<file path="config.mk">
export PLATFORM = sky130hd
export DESIGN_NAME = register_bank
export DESIGN_NICKNAME = d
export VERILOG_FILES = /design/src/rtl/register_bank.sv
export SDC_FILE = /design/constraint.sdc
export NUM_CORES = 1
export LEC_CHECK = 0
export ABC_AREA = 1
export BUFFER_PORTS_ARGS = -buffer_cell sky130_fd_sc_hd__clkbuf_2
export CORE_ASPECT_RATIO = 1.1
export CORE_MARGIN = 3
export CORE_UTILIZATION = 35
export CTS_CLUSTER_SIZE = 12
export DETAILED_ROUTE_END_ITERATION = 7
export GPL_TIMING_DRIVEN = 0
export PLACE_DENSITY_LB_ADDON = 0.1
export SETUP_SLACK_MARGIN = 0.5
export SLEW_MARGIN = 20
export SYNTH_ARGS = -nofsm -noshare
export SYNTH_HDL_FRONTEND = slang
export SYNTH_SLANG_ARGS = --single-unit
</file>
<file path="constraint.sdc">
create_clock -name clk -period 1.5 [get_ports clk]
set_input_delay 0.075 -clock clk [delete_from_list [all_inputs] [get_ports clk]]
set_output_delay 0.075 -clock clk [all_outputs]
set_load 0.005 [all_outputs]
</file>
<file path="src/rtl/register_bank.sv">
// Architectural register bank (AR, DR, PC, IR, R1-R7, AC) with a wired-OR shared bus,
// registered zero flag and a sticky bus-contention detector.
module register_bank #(
   parameter int unsigned DATA_W = 16
) (
   input  logic              clk,
   input  logic              rst_n,
   input  logic              RAR,
   input  logic              RDR,
   input  logic              RPC,
   input  logic              RIR,
   input  logic              RR1,
   input  logic              RR2,
   input  logic              RR3,
   input  logic              RR4,
   input  logic              RR5,
   input  logic              RR6,
   input  logic              RR7,
   input  logic              RAC,
   input  logic              WAR,
   input  logic              WDR,
   input  logic              WPC,
   input  logic              WIR,
   input  logic              WR1,
   input  logic              WR2,
   input  logic              WR3,
   input  logic              WR4,
   input  logic              WR5,
   input  logic              WR6,
   input  logic              WR7,
   input  logic              WAC,
   input  logic              RSTR1,
   input  logic              RSTR2,
   input  logic              RSTR3,
   input  logic              RSTR4,
   input  logic              RSTR5,
   input  logic              RSTR6,
   input  logic              RSTR7,
   input  logic              R2INC,
   input  logic              PCINC,
   input  logic              ALUOP,
   input  logic              INSREAD,
   input  logic              MEMREAD,
   input  logic [DATA_W-1:0] alu_result,
   input  logic [DATA_W-1:0] imem_rdata,
   input  logic [DATA_W-1:0] dmem_rdata,
   output logic [DATA_W-1:0] bus,
   output logic [DATA_W-1:0] pc_out,
   output logic [DATA_W-1:0] ar_out,
   output logic [DATA_W-1:0] dr_out,
   output logic [DATA_W-1:0] ir_out,
   output logic [DATA_W-1:0] ac_out,
   output logic [DATA_W-1:0] r1_out,
   output logic [DATA_W-1:0] r5_out,
   output logic              Z,
   output logic              bus_err
);

   localparam logic [DATA_W-1:0] one_val = DATA_W'(1);

   logic [DATA_W-1:0] ar_q, ar_d;
   logic [DATA_W-1:0] dr_q, dr_d;
   logic [DATA_W-1:0] pc_q, pc_d;
   logic [DATA_W-1:0] ir_q, ir_d;
   logic [DATA_W-1:0] ac_q, ac_d;
   logic [DATA_W-1:0] r_q [1:7];
   logic [DATA_W-1:0] r_d [1:7];
   logic              z_q, z_d;
   logic              err_q, err_d;

   logic [7:1]        rd_r;
   logic [7:1]        wr_r;
   logic [7:1]        clr_r;
   logic [11:0]       sel;
   logic              multi_sel;

   assign rd_r  = {RR7, RR6, RR5, RR4, RR3, RR2, RR1};
   assign wr_r  = {WR7, WR6, WR5, WR4, WR3, WR2, WR1};
   assign clr_r = {RSTR7, RSTR6, RSTR5, RSTR4, RSTR3, RSTR2, RSTR1};
   assign sel   = {RAR, RDR, RPC, RIR, rd_r, RAC};

   // Clearing the lowest set bit leaves something only if two or more selects are high.
   assign multi_sel = |(sel & (sel - 12'd1));

   always_comb begin
      bus = '0;
      if (RAR) bus = bus | ar_q;
      if (RDR) bus = bus | dr_q;
      if (RPC) bus = bus | pc_q;
      if (RIR) bus = bus | ir_q;
      if (RAC) bus = bus | ac_q;
      for (int i = 1; i <= 7; i++) begin
         if (rd_r[i]) bus = bus | r_q[i];
      end
   end

   always_comb begin
      ar_d  = ar_q;
      dr_d  = dr_q;
      pc_d  = pc_q;
      ir_d  = ir_q;
      ac_d  = ac_q;
      z_d   = z_q;
      err_d = err_q | multi_sel;

      if (WAR) ar_d = bus;

      if (MEMREAD)  dr_d = dmem_rdata;
      else if (WDR) dr_d = bus;

      if (WPC)        pc_d = bus;
      else if (PCINC) pc_d = pc_q + one_val;

      if (INSREAD)  ir_d = imem_rdata;
      else if (WIR) ir_d = bus;

      if (ALUOP) begin
         ac_d = alu_result;
         z_d  = (alu_result == '0);
      end else if (WAC) begin
         ac_d = bus;
      end

      for (int i = 1; i <= 7; i++) begin
         r_d[i] = r_q[i];
         if (clr_r[i])     r_d[i] = '0;
         else if (wr_r[i]) r_d[i] = bus;
      end
      // Only R2 has an incrementer, below both clear and load.
      if (!RSTR2 && !WR2 && R2INC) r_d[2] = r_q[2] + one_val;
   end

   always_ff @(posedge clk or negedge rst_n) begin
      if (!rst_n) begin
         ar_q  <= '0;
         dr_q  <= '0;
         pc_q  <= '0;
         ir_q  <= '0;
         ac_q  <= '0;
         z_q   <= 1'b0;
         err_q <= 1'b0;
         for (int i = 1; i <= 7; i++) r_q[i] <= '0;
      end else begin
         ar_q  <= ar_d;
         dr_q  <= dr_d;
         pc_q  <= pc_d;
         ir_q  <= ir_d;
         ac_q  <= ac_d;
         z_q   <= z_d;
         err_q <= err_d;
         for (int i = 1; i <= 7; i++) r_q[i] <= r_d[i];
      end
   end

   assign pc_out  = pc_q;
   assign ar_out  = ar_q;
   assign dr_out  = dr_q;
   assign ir_out  = ir_q;
   assign ac_out  = ac_q;
   assign r1_out  = r_q[1];
   assign r5_out  = r_q[5];
   assign Z       = z_q;
   assign bus_err = err_q;

endmodule

</file>
==> run summary <==
The worst-case IR drop observed on VDD is 0.000713 V. The logs give -5550 ps for the total negative slack for setup checks and 2013 for the final net count. The run gives 11300 as the via count of the first global-routing pass.

Leaving out fill and tap cells, the most frequent cell in the layout is nand2_1. The run finished, with violations left. For the number of buffers on the longest clock path, the log shows 2. The number of buffers and inverters on the critical path is 3.

The slowest stage of the critical path belongs to the cell dfrtp_1. DRC violation count after routing: 0. The layout has 2860 filler cells. Clock-pin slew was measured on the worst setup and hold paths at 80 ps.

The mapped netlist covers 0.0107 mm2. CTS built an H-tree with a depth of 4. The floorplan step defined a core boundary enclosing 0.0298 mm2. Clock tree synthesis selected as its root buffer the cell clkbuf_16.

The die is 189 um tall. The starting density of the core came out at 0.359. At the worst endpoint, the required time is 1420 ps.

Summed over all layers, the routed wires come to 46600 um. The tools report the critical path launch point type as a flop. The number of hold buffers added after CTS was 52.

The tools report the overall fraction of global-route tracks in use as 0.273. Final count of negative-setup-slack endpoints: 74. The max-slew violation count is 0, and the fraction of synthesis flops using an asynchronous set or reset pin is 1.00.

After detailed routing, the average wire length per cell comes to 19.9 um. The hold slack came out at -468 ps. For the sum of overflow across all layers after global routing, the log shows 0. 0 antenna diodes ended up in the layout. Yosys mapped a number of flops with a built-in enable equal to 0. The tools report the type of element capturing the critical path as an output port. The number of antenna violations at the first check in global routing came out at 0.

The mean post-synth cell area came out at 7.31 um2. Shortest clock period the worst path allows after layout: 1770 ps. The logs give 8.26 nW for the leakage power and 216 for the number of primary I/O pins.

For the final design instance area without fill, the log shows 0.0165 mm2. The checks that failed: negative hold slack, negative setup slack. Synthesis inferred 194 register bits. The first global-routing pass estimated 68000 um of wire. The proportion of synthesized chip area in sequential cells was 0.454; the count of final hold-check violations was 116.

Arrival time of data at the critical path endpoint: 1700 ps. In this run the cell area measured after placement is 0.0124 mm2. The post-route clock period utilization was 1.18; the share of cells above drive strength 1 was 0.429. The number of port buffers was 208; the number of library cell types mapped by synthesis was 36.

For the later-pin clock latency in the skew report, the log shows 460 ps. The tools report the cell count after synthesis as 1463. The post-layout worst setup margin was -272 ps; the count of vias placed by the detailed router was 11800.

The maximum cell stage delay along the critical path works out to 450 ps. Timing would allow up to 0.564 GHz. For the number of sinks on the clock net, the log shows 194. The congestion estimate from routability-driven global placement came to 0.907. Leaving out fill and tap cells, the most frequent cells in the layout are nand2_1, clkbuf_2, dfrtp_1.

TritonCTS built the clock tree. The half-perimeter wire length after placement came out at 31800 um. The number of maximum-capacitance violations was 0; the power density normalized to cell area was 947 mW/mm2. The count of nets left with antenna violations once routing finished came out at 0. The type of the most critical hold path was in -> async. Entering global routing, the biggest net connects 83 pins. The detailed router finished its first iteration with 1068 violations. The die width was 173 um. The slew of the pin with the lowest slew margin was 888 ps.

The tools report the number of rows created at floorplan as 66. In this design, the largest share of critical-path delay is due to flip-flops. Along the worst path, the maximum fanout reaches 5. Setup repair after global routing could not meet its margin everywhere. For the count of warnings emitted by yosys, the log shows 0. The number of clock buffers inserted by TritonCTS was 17; the via density per instance was 5.03. The tools report the net count after synthesis as 1551. The critical path goes through inv_2, o21ai_2, nor2_2, nand3_2, buf_8, buf_6. The run gives 0.0327 mm2 as the die area. In the synthesized netlist the dominant register cell turns out to be dfrtp_1. Before antenna repair, the detailed router went through 5 iterations. The synthesis-to-finish area growth is 54.2%, and the final core utilization is 0.553. The tightest slew margin relative to the limit came out at 0.408.

For the final database, setup skew stands at 15.8 ps. The critical path in this run is classified as reg -> out.
synthesized netlist by cell type (5+ instances only):
master	n	area, um2
nor2_1	115	432
nand3_2	12	120
nand4_1	11	68.8
or2_2	5	31.3
nor3_1	7	35.0
dfrtp_1	194	4850
a21oi_1	17	85.1
nand3_1	75	375
buf_1	5	18.8
o21ai_2	9	78.8
a22oi_1	10	75.1
buf_6	19	214
buf_4	39	293
nand2_1	530	1990
o21ai_0	154	771
inv_1	155	582
xor2_1	5	43.8
buf_2	23	115
clkbuf_1	17	63.8
mux2_2	8	90.1
o21ai_1	21	105
o211ai_1	7	52.6
worst register-to-register path, stage by stage (launching register included):
cell and delay (ps):
dfrtp_2 450, nand2_2 90, o21ai_1 70, nor2_1 170, nand3_2 140, buf_12 170
buf_6 110, buf_6 110, buf_6 120, nand2_4 50, nand3_2 50
through the flow:
step	hold WS [ps]	total power, mW	cells	setup slack, ps
after global routing	-451	16.3	2345	-320
after global placement	297	9.14	2079	-4210
after floorplan	-221	7.80	1463	232
after CTS	-465	14.9	2264	-213
final	-468	15.6	2345	-272
after detailed placement	19.0	9.19	2081	-240
worst paths after layout:
path | start | end | slack [ps] | depth (start not counted)
max in group asynchronous | rst_n | dr_out[12]$_DFFE_PN0P_ | 790 | 3
hold reg to reg | r_q[64]$_DFFE_PN0P_ | r_q[64]$_DFFE_PN0P_ | 520 | 2
setup / recovery | r_q[80]$_DFFE_PN0P_ | bus[0] | -270 | 6
setup reg to reg | pc_out[6]$_DFFE_PN0P_ | ir_out[6]$_DFFE_PN0P_ | -130 | 10
min in group clk | ALUOP | ac_out[0]$_DFFE_PN0P_ | 10 | 4
hold / removal | rst_n | pc_out[5]$_DFFE_PN0P_ | -470 | 1
kinds of logic (layout without fill, tap and decap cells):
logic type / Yosys count / in the layout / synth area share
and+or+nand+nor: 768 / 768 / 0.296
adders and majority gates: 2 / 2 / 0.00234
DFF: 194 / 194 / 0.454
buffers and inverters: 262 / 736 / 0.122
AOI/OAI and AO/OA: 222 / 222 / 0.112
xor gates and xnor gates: 7 / 7 / 0.00573
muxes: 8 / 8 / 0.00843
what timing repair did:
| action | in CTS | in global routing |
|---|---|---|
| gates cloned | 1 | 6 |
| hold endpoints to repair | 170 | 35 |
| setup buffers | 99 | 75 |
| endpoints found under the setup margin | 322 | 324 |
| gates resized for setup | 165 | 289 |
| pin swaps | 47 | 69 |
registers in the layout, indices dropped and copies added (netlist names):
signal,cells
ac_out,16
bus_err,1
r5_out,16
ar_out,16
r_q,80
dr_out,16
r1_out,16
Z,1
ir_out,16
pc_out,16
report_power, final:
group	internal [mW]	total (mW)	switching [mW]
Sequential	5.73	6.11	0.377
Clock	2.73	4.95	2.22
Combinational	2.03	4.56	2.53
Total	10.5	15.6	5.13
cell type report:
type                       instances  area (um2)  share of cell area
timing repair buffer             443        3440               0.209
clock buffer                      20         457              0.0277
inverter                         159         612              0.0371
clock inverter                    11         151             0.00918
buffer                           103         792              0.0480
multi-input combinational       1007        5650               0.343
sequential                       194        4870               0.296
tap                              408         510              0.0310
metal layers:
layer  share of wire  global-route usage  vias up
met1            0.43               0.371     5694
li1                -                   -     5512
met4           0.023              0.0833        0
met5               0                   0        -
met2            0.47               0.449      507
met3           0.074              0.0461       73
No activity file was read; power rests on OpenSTA's default activity.
